### config.mk
export PLATFORM = sky130hd
export DESIGN_NAME = semaforo_controller
export DESIGN_NICKNAME = d
export VERILOG_FILES = /design/src/rtl/semaforo_pkg.sv /design/src/rtl/semaforo_controller_tick_gen.sv /design/src/rtl/semaforo_controller.sv
export SDC_FILE = /design/constraint.sdc
export NUM_CORES = 1
export LEC_CHECK = 0
export CAP_MARGIN = 20
export CORE_MARGIN = 2
export CORE_UTILIZATION = 58
export CTS_CLUSTER_DIAMETER = 150
export DETAILED_ROUTE_END_ITERATION = 8
export GPL_ROUTABILITY_DRIVEN = 0
export HOLD_SLACK_MARGIN = 0.03
export PLACE_DENSITY = 0.9
export SLEW_MARGIN = 5
export SYNTH_ARGS = -nofsm -noshare
export SYNTH_HDL_FRONTEND = slang
export SYNTH_HIERARCHICAL = 1
export SYNTH_SLANG_ARGS = --single-unit
### constraint.sdc
create_clock -name clk -period 2.8 [get_ports clk]
set_input_delay 0.42 -clock clk [delete_from_list [all_inputs] [get_ports clk]]
set_output_delay 0.42 -clock clk [all_outputs]
set_load 0.05 [all_outputs]
### src/rtl/semaforo_pkg.sv
// Shared definitions for the two-way traffic-light sequencer.
// Holds the phase encoding, the lamp bundle driven in each phase, and the
// helpers that map a phase to its successor, its lamps and its duration.
package semaforo_pkg;

  typedef enum logic [2:0] {
    A_GREEN  = 3'd0,
    A_YELLOW = 3'd1,
    CLEAR1   = 3'd2,
    B_GREEN  = 3'd3,
    B_YELLOW = 3'd4,
    CLEAR2   = 3'd5
  } phase_t;

  // Bit order matches the display top's lamp inputs: VA AA RA VB AB RB.
  typedef struct packed {
    logic va;
    logic aa;
    logic ra;
    logic vb;
    logic ab;
    logic rb;
  } lamps_t;

  localparam lamps_t LAMPS_A_GREEN  = 6'b100001;
  localparam lamps_t LAMPS_A_YELLOW = 6'b010001;
  localparam lamps_t LAMPS_CLEAR    = 6'b001001;
  localparam lamps_t LAMPS_B_GREEN  = 6'b001100;
  localparam lamps_t LAMPS_B_YELLOW = 6'b001010;

  function automatic phase_t next_phase(input phase_t p);
    case (p)
      A_GREEN:  next_phase = A_YELLOW;
      A_YELLOW: next_phase = CLEAR1;
      CLEAR1:   next_phase = B_GREEN;
      B_GREEN:  next_phase = B_YELLOW;
      B_YELLOW: next_phase = CLEAR2;
      default:  next_phase = A_GREEN;
    endcase
  endfunction

  // Unused encodings fall back to all-red clearance, the safe state.
  function automatic lamps_t phase_lamps(input phase_t p);
    case (p)
      A_GREEN:  phase_lamps = LAMPS_A_GREEN;
      A_YELLOW: phase_lamps = LAMPS_A_YELLOW;
      B_GREEN:  phase_lamps = LAMPS_B_GREEN;
      B_YELLOW: phase_lamps = LAMPS_B_YELLOW;
      default:  phase_lamps = LAMPS_CLEAR;
    endcase
  endfunction

  function automatic logic [3:0] phase_dur(input phase_t p, input int t_green,
                                           input int t_yellow, input int t_allred);
    case (p)
      A_GREEN, B_GREEN:   phase_dur = 4'(t_green);
      A_YELLOW, B_YELLOW: phase_dur = 4'(t_yellow);
      default:            phase_dur = 4'(t_allred);
    endcase
  endfunction

endpackage

### src/rtl/semaforo_controller_tick_gen.sv
// tick_gen: divides clk down to a one-cycle pulse every TICKS_PER_SEC cycles.
// Ports: clk, rst (sync, active high), en (0 freezes the counter and
// suppresses the pulse), tick (high in the cycle the counter is at its last
// value while en=1).
module tick_gen #(
  parameter int TICKS_PER_SEC = 100000000
) (
  input  logic clk,
  input  logic rst,
  input  logic en,
  output logic tick
);

  localparam int CW = (TICKS_PER_SEC > 1) ? $clog2(TICKS_PER_SEC) : 1;
  localparam logic [CW-1:0] LAST = CW'(TICKS_PER_SEC - 1);

  logic [CW-1:0] pcnt;

  assign tick = en && (pcnt == LAST);

  always_ff @(posedge clk) begin
    if (rst) begin
      pcnt <= '0;
    end else if (en) begin
      if (pcnt == LAST) pcnt <= '0;
      else              pcnt <= pcnt + CW'(1);
    end
  end

endmodule

### src/rtl/semaforo_controller.sv
// semaforo_controller: six-phase two-way intersection sequencer.
// Ports: clk, rst (sync, active high, beats en), en (0 freezes everything),
// req_b (street-B vehicle request, level), VA/AA/RA and VB/AB/RB lamps
// (registered), Numero (seconds left in the phase, 1..9, registered),
// tick (1 s debug pulse from the prescaler).
module semaforo_controller
  import semaforo_pkg::*;
#(
  parameter int TICKS_PER_SEC = 100000000,
  parameter int T_GREEN       = 9,
  parameter int T_YELLOW      = 3,
  parameter int T_ALLRED      = 1,
  parameter int T_MIN_LEFT    = 2
) (
  input  logic       clk,
  input  logic       rst,
  input  logic       en,
  input  logic       req_b,
  output logic       VA,
  output logic       AA,
  output logic       RA,
  output logic       VB,
  output logic       AB,
  output logic       RB,
  output logic [3:0] Numero,
  output logic       tick
);

  localparam bit PARAMS_OK =
    (T_GREEN    >= 1) && (T_GREEN    <= 9) &&
    (T_YELLOW   >= 1) && (T_YELLOW   <= 9) &&
    (T_ALLRED   >= 1) && (T_ALLRED   <= 9) &&
    (T_MIN_LEFT >= 1) && (T_MIN_LEFT <= 9) &&
    (T_MIN_LEFT < T_GREEN) && (TICKS_PER_SEC >= 1);

  if (!PARAMS_OK) begin : g_bad_params
    $fatal(1, "semaforo_controller: phase durations must be 1..9 and T_MIN_LEFT < T_GREEN");
  end

  // Truncation only pays off when more than T_MIN_LEFT+1 seconds remain.
  localparam logic [3:0] MIN_LEFT  = 4'(T_MIN_LEFT);
  localparam logic [3:0] TRUNC_THR = 4'(T_MIN_LEFT + 1);

  phase_t     phase;
  lamps_t     lamps;
  logic [3:0] numero;
  logic       req_q;

  tick_gen #(.TICKS_PER_SEC(TICKS_PER_SEC)) u_tick (
    .clk  (clk),
    .rst  (rst),
    .en   (en),
    .tick (tick)
  );

  always_ff @(posedge clk) begin
    if (rst) begin
      phase  <= A_GREEN;
      numero <= 4'(T_GREEN);
      lamps  <= LAMPS_A_GREEN;
      req_q  <= 1'b0;
    end else if (en) begin
      // A request arriving on a tick edge is latched now but only the next
      // tick sees it, because the truncation test below reads the old req_q.
      if (req_b) req_q <= 1'b1;
      if (tick) begin
        if (numero == 4'd1) begin
          phase  <= next_phase(phase);
          numero <= phase_dur(next_phase(phase), T_GREEN, T_YELLOW, T_ALLRED);
          lamps  <= phase_lamps(next_phase(phase));
          // Serving B consumes the request; this overrides a same-edge set.
          if (next_phase(phase) == B_GREEN) req_q <= 1'b0;
        end else if (phase == A_GREEN && req_q && numero > TRUNC_THR) begin
          numero <= MIN_LEFT;
        end else begin
          numero <= numero - 4'd1;
        end
      end
    end
  end

  assign VA     = lamps.va;
  assign AA     = lamps.aa;
  assign RA     = lamps.ra;
  assign VB     = lamps.vb;
  assign AB     = lamps.ab;
  assign RB     = lamps.rb;
  assign Numero = numero;

endmodule

* Yosys cells after proc, flatten, opt, wreduce, memory -nomap -nowiden
Index checks and enable logic that the tools add are counted.
** Storage, ports and cells
- Bits in registers :: 41
- Input bits :: 4
- Output and inout bits :: 11
- Logic and storage cells :: 45
** Operators by class
- Add/sub/neg operators :: 2
- Order comparisons :: 1
- Equal/unequal tests :: 9
- Multiplexer cells :: 14
- Reduce and logical (&&, ||, !) cells :: 9
** Operators with widths (number)
- $add A27 B1 Y27 const B :: 1
- $eq A27 B27 Y1 const B :: 1
- $mux W27 :: 1
- $pmux W6 S4 :: 1
- $pmux W3 S5 :: 1
- $mux W3 :: 4
- $eq A3 B2 Y1 const B :: 3
- $mux W4 :: 2
- $pmux W4 S2 :: 1
- $eq A3 B1 Y1 const B :: 2
- $eq A3 B3 Y1 const B :: 2
- $logic_not A3 Y1 :: 2
- $eq A4 B1 Y1 const B :: 1
- $gt A4 B2 Y1 const B :: 1
- $mux W1 :: 4
- $reduce_or A2 Y1 :: 2
- $sub A4 B1 Y4 const B :: 1
- $logic_and A1 B1 Y1 :: 3
- $reduce_and A3 Y1 :: 1
- $reduce_and A2 Y1 :: 1

* Longest topological paths before layout
- Depth after elaboration :: 10
- Mapped depth :: 10

* By module
The synthesis kept the hierarchy.
** By module, submodules not included
- tick_gen :: instances 1, cells an instance 162, area an instance 1337.5 um^2
- semaforo_controller :: instances 1, cells an instance 85, area an instance 777.0 um^2

* Worst setup path after synthesis
No wires, ideal clock.
- Path kind :: flip-flop to flip-flop
- Start :: register u_tick.pcnt[0]
- End :: register phase[1]
- Library setup time :: 0.122 ns
- Data arrival time :: 2.703 ns
- Data required time :: 2.678 ns
- Setup slack :: -0.025 ns
- Cell stages (with the launch flop) :: 11
- Path through :: dfxtp_1 > ha_1 > and3_1 > nand3_1 > clkbuf_1 > clkbuf_1 > nor2_1 > and2_1 > buf_2 > nand2_2 > a311o_1
** On the way
- Longest elaborated chain between the ends :: 3
** RTL lines
- start: declaration :: line semaforo_controller_tick_gen.sv:17 : logic [CW-1:0] pcnt;
- start signal: assignment :: line semaforo_controller_tick_gen.sv:26 : else pcnt <= pcnt + CW'(1);
- $eq A27 B27 Y1 :: line semaforo_controller_tick_gen.sv:19 : assign tick = en && (pcnt == LAST);
- $logic_and A1 B1 Y1 :: line semaforo_controller_tick_gen.sv:19
- named net tick :: line semaforo_controller.sv:26 : output logic tick
- $reduce_and A3 Y1 (no line)
- end signal: assignment :: line semaforo_controller.sv:68 : phase <= next_phase(phase);
- end: declaration :: line semaforo_controller.sv:44 : phase_t phase;
The timed path passes the listed nets, and every way through them passes these cells.
A chain may end at the register's enable or synchronous reset.

* Worst setup path in the final report
- Start :: register u_tick.pcnt[16]
- End :: output port tick
** On the way
- Longest elaborated chain between the ends :: 2
** RTL lines (line)
- $eq A27 B27 Y1 :: semaforo_controller_tick_gen.sv:19
- $logic_and A1 B1 Y1 :: semaforo_controller_tick_gen.sv:19
- end: declaration :: semaforo_controller.sv:26
No other way between the ends.

==> summary.txt <==
Nets - 267
Final Core Density - 0.688
Setup crit end kind - output port
outcome - finished, final reports clean
count of cell types in the netlist - 53
Peak Freq - 448 MHz
share of Yosys cell area claimed by the top area cell type - 0.388
maximum clock path buffer count - 2
Diodes inserted - 0
RSZ-0062 raised after global routing - false
first-pass GRT wire length - 7.89 mm
DR WL/cell - 15.0 µm
Final WS setup - 568 ps
WS Path Type - reg -> out
max cap viols - 0
CP Launch Type - flip-flop
via/cell ratio - 6.10
CTS Hold Bufs - 0
Layout Skew - 6.92 ps
Core Region - 3420 µm²
Slew HR - 0.649
synth top area cells - dfxtp_1 (39%), nor2_1 (5.3%), xnor2_1 (4.1%)
arrival time worst endpoint - 1810 ps
Place WS - 396 ps
CP Max Fanout - 7
Tmin final - 2230 ps
number of synthesized flops with an enable pin - 0
min-delay worst type - reg -> reg
Pleak - 0.000770 µW
Async SR Flop Fraction - 0
CTS tree - done
Pwr per Cell Area - 403 nW/µm²
DR DRC count - 0
Pwr Total - 947 µW
Final Setup Violations - 0
final hold vios - 0
CTS root buffer - clkbuf_4
VDD IR-drop max - 0.000433 V
die width - 64.4 µm
initial drt markers - 147
Final TNS setup - 0 ps
drt first pass iters - 5
worst path cell trace - or3b_1, nor3_1, nand2_1, nor2_2, buf_12
Slew @ Worst Pin - 524 ps
largest net degree at the start of global routing - 20
initial antenna violation count - 0
vias - 1867
ys flop type - dfxtp_1
Die Y - 64.4 µm
Yosys reg bits - 41
Post-DRT Antenna Nets - 0
Avg Synthesized Cell Area - 8.56 µm²
WP data required - 2380 ps
I/O Buffers - 14
Max stage delay on crit path - 460 ps
final WL - 4.61 mm
register area share after synthesis - 0.388
row count - 21
fin. max-slew vios - 0
CTS H-tree depth - 2
Net Count, Synth - 254
vias in the first global route - 1745
area growth from synthesis to layout - 11.1%
Post-Synthesis Cells - 247
Critical Path Slowest Stage Cell - dfxtp_1
Final period util - 0.797
synthesized area - 2110 µm²
gr ovfl total - 0
post-cts sizing count - 0
Syn. warnings - 6
Die ar. - 4140 µm²
post-DP HPWL - 3.29 mm
# Post-CTS Setup Buffers - 0
post-synth top area cell - dfxtp_1
Ports - 15
layout cells sized above 1 - 0.108
CTS clk-pin slew, worst paths - 110 ps
cts bufs inserted - 5
Starting Density - 0.619
family with the most delay on the worst path - simple AND/OR/NAND/NOR gates
gr usage total - 0.244
Clock Latency Late Sink - 350 ps
CP bufs+invs - 1
CTS Sinks - 41
-- routing by layer --
metal,vias to the layer above,part of all wire,GRT usage
met1,882,0.45,0.317
met2,58,0.47,0.379
met5,-,0,0
li1,919,-,-
met4,0,0.014,0.0851
met3,8,0.067,0.0827
-- per-stage QoR --
step / area (µm²) / hold slack (ps) / instances
global route: 2350 / 500 / 306
CTS: 2350 / 486 / 306
finish: 2350 / 487 / 306
detailed placement: 2290 / 470 / 299
global placement: 2290 / 466 / 299
floorplan: 2120 / 467 / 247
-- final timing paths --
kind | cells past startpoint | to | slack [ps] | from
max | 5 | tick | 570 | u_tick/pcnt[16]$_SDFFE_PP0P_
min | 2 | AA$_SDFFE_PP0P_ | 490 | AA$_SDFFE_PP0P_
max reg2reg | 7 | phase[1]$_SDFFE_PP0P_ | 580 | u_tick/pcnt[16]$_SDFFE_PP0P_
min reg2reg | 2 | AA$_SDFFE_PP0P_ | 490 | AA$_SDFFE_PP0P_
-- cell usage in the layout, fill, tap and decap left out, drive strengths merged, types with 4 or more instances in the layout --
cell type      Yosys  layout
a21oi             14      14
a31oi              6       6
and3               4       4
and4               4       4
buf                7       7
clkbuf             7       7
clkdlybuf4s50      0      13
dfxtp             41      41
inv                5       5
nand2             18      18
nand3             15      15
nand4              8       8
nor2              30      30
nor3               8       8
nor4               4       4
nor4b              5       5
o21ai             12      12
xnor2             10      10
xor2               8       8
-- power by group --
part           switching (µW)  internal [µW]  leakage, µW
logic                    23.0           20.0     0.000407
registers                11.1            593     0.000332
clock network             182            119    0.0000314
total                     216            731     0.000770
-- cell type report --
cell class	count	area, µm²
sequential	41	821
clock buffer	7	55.1
multi-input combinational	187	1200
inverter	5	18.8
fill	294	1070
tap	46	57.6
timing repair buffer	20	195
-- state kept, by name (all words and copies together) (netlist names) --
register	flops
AA	1
AB	1
Numero	4
RA	1
RB	1
VA	1
VB	1
phase	3
req_q	1
u_tick/pcnt	27
-- tightest hold or removal path, stage by stage (launching register included) --
cell and delay, ps:
dfxtp_1 320, o21ai_0 70, a21oi_1 60
-- synth_stat cells (2+ instances only) --
| library cell | n |
|---|---|
| nand4_1 | 6 |
| nor4b_1 | 4 |
| nand3_1 | 15 |
| buf_2 | 5 |
| dfxtp_1 | 41 |
| xor2_1 | 8 |
| nand3b_1 | 3 |
| and4_1 | 4 |
| xnor2_1 | 10 |
| mux2i_1 | 2 |
| buf_6 | 2 |
| nor3_1 | 7 |
| inv_1 | 5 |
| and2_1 | 3 |
| nor4_1 | 3 |
| nand4_2 | 2 |
| or3b_1 | 2 |
| or3_1 | 2 |
| nor2_1 | 30 |
| nand4b_1 | 3 |
| a31oi_1 | 6 |
| a21oi_1 | 14 |
| o211ai_1 | 2 |
| nand2_1 | 17 |
| clkbuf_1 | 6 |
| o21ai_0 | 12 |
| ha_1 | 3 |
| or4_4 | 2 |
| and3_1 | 4 |
-- cells by family (layout without fill, tap and decap cells) --
logic type	count (synthesis)	in the layout	share of synthesized area
AND/OR/NAND/NOR	118	118	0.327
multiplexers	3	3	0.0148
flip-flops	41	41	0.388
XOR/XNOR	18	18	0.0746
adder cells (fa/ha/maj)	3	3	0.0178
AO/OA/AOI/OAI	45	45	0.133
buffers and inverters	19	32	0.0444
Note: power is estimated with default switching activity, not from simulation.
==> edit, RTL diff (same settings) <==
`T_GREEN`: 9 -> 8.
--- a/src/rtl/semaforo_controller.sv
+++ b/src/rtl/semaforo_controller.sv
@@ -7,7 +7,7 @@
   import semaforo_pkg::*;
 #(
   parameter int TICKS_PER_SEC = 100000000,
-  parameter int T_GREEN       = 9,
+  parameter int T_GREEN       = 8,
   parameter int T_YELLOW      = 3,
   parameter int T_ALLRED      = 1,
   parameter int T_MIN_LEFT    = 2
Function: changed (a bounded check fails within 4 cycles, from zero or initial values and one cycle with rst high).
==> edit against the original RTL <==
Wire length up 4.3%. Design area up 1.4%. Non-clock buffer count down 1. Area after synthesis down 1.3%. Sequential cell count unchanged. Total power up 20%. Worst setup slack worse by 0.080 ns. Largest power group unchanged.
==> edit: results (changes against the original RTL) <==
layout:
  drive_gt1_share_pct: 9.89  # -0.88 points
  nNetsFinal: 269  # +0.75%
  diodes: 0  # unchanged
  fill_cells: 278  # -5.4%
synthesis:
  syn_nets: 255  # +0.39%
  ys_top_cells_by_count: "41 x dfxtp_1, 33 x nor2_1, 18 x nand2_1, 14 x nand3_1, 13 x a21oi_1"
  syn_inst: 248  # +0.40%
  yosysSeqAreaShare_pct: 39.3  # +0.51 points
  synth.area.top_cells: "dfxtp_1 39%, nor2_1 5.9%, xnor2_1 3.8%"
  synth_cell_types: 52  # -1.9%
  yosysWarnings: 6  # unchanged
place:
  dp_hpwl_um: 3260  # -0.78%
  placedCellCount: 301  # +0.67%
detailed_routing:
  viasPerCell: 6.33  # +3.7%
  wl_um: 4800  # +4.3%
  route.vias.total: 1956  # +4.8%
  drt_pass1_iterations: 5  # unchanged
  drtIter0Drc: 279  # +90%
grt:
  grt_pass1_vias: 1806  # +3.5%
  grt_first_pass_wirelength_um: 8160  # +3.4%
  grt_use_met2_pct: 43.0  # +5.1 points
  grt_max_degree: 20  # unchanged
  grt_usage_pct: 25.2  # +0.78 points
  grt.met1_usage_pct: 30.1  # -1.5 points
  grtUsageMet3_pct: 5.11  # -3.2 points
timing:
  maxSlewHeadroom_pct: 64.3  # -0.68 points
  finClkSkew_ns: 0.0108  # +0.00393 ns
power:
  max-vdd-ir-drop_mv: 0.631  # +46%
  leakage_nw: 0.804  # +4.4%
status:
  status: "completed"
clock_network:
  clk_pin_slew_worst_paths_ns: 0.13  # +0.02 ns
  clk_latency_ns: 0.37  # +0.02 ns
  h-tree-depth: 2  # unchanged
setup_path:
  cp.arrival_ns: 2.59  # +0.78 ns
  worstPathMaxFanout: 12  # +5
[edit: where the power goes]
group	switching [mW]	internal (mW)	total [mW]	leakage, nW
clock	0.212	0.276	0.488	0.0552
combinational	0.0238	0.0196	0.0434	0.418
sequential	0.0110	0.593	0.604	0.331
total	0.247	0.889	1.14	0.804
[edit: metal layers]
metal	vias to the layer above	part of all wire [%]
li1	923	-
met1	936	44
met2	86	49
met3	11	5.7
met4	0	1.8
met5	-	0
[edit: cells by family after synthesis]
group           synth area share [%]
compound gates                  15.2
buf+inv                         3.90
flops                           39.3
fa+ha+maj                       1.80
simple gates                    32.1
xor+xnor                        7.13
mux                            0.480
[edit: worst paths after layout]
path | slack, ns | endpoint | from
worst max-delay path | 0.49 | phase[1] | u_tick/pcnt[16]
worst min-delay path | 0.49 | AA | AA
worst min register to register | 0.49 | AA | AA
worst max register to register | 0.49 | phase[1] | u_tick/pcnt[16]
[edit: per-stage QoR]
stage / power [mW] / area [um2] / util [%] / hold WS [ns] / setup WS (ns)
after floorplan: 0.640 / 2090 / - / 0.467 / 0.163
after global placement: 0.656 / 2280 / 67.3 / 0.457 / 0.391
after detailed placement: 0.659 / 2280 / 67.3 / 0.459 / 0.321
after CTS: 1.13 / 2380 / 70.3 / 0.485 / 0.500
after global routing: 1.17 / 2380 / 70.3 / 0.524 / 0.357
final: 1.14 / 2380 / 70.3 / 0.487 / 0.488
[edit: final cells by class]
| cell class | instances | share of cell area, % |
|---|---|---|
| Clock buffer | 5 | 1.58 |
| Multi-Input combinational cell | 188 | 49.8 |
| Clock inverter | 3 | 2.73 |
| Timing Repair Buffer | 19 | 7.88 |
| Sequential cell | 41 | 34.5 |
| Tap cell | 46 | 2.42 |
| Inverter | 7 | 1.10 |
[edit: worst max-delay path: stages, from the launching register on]
cell and delay (ns):
dfxtp_1 0.46, or3b_1 0.40, nor3_1 0.15, nand2_1 0.11, nor2_2 0.18, and2_1 0.40, nand2_1 0.18, a221o_1 0.35
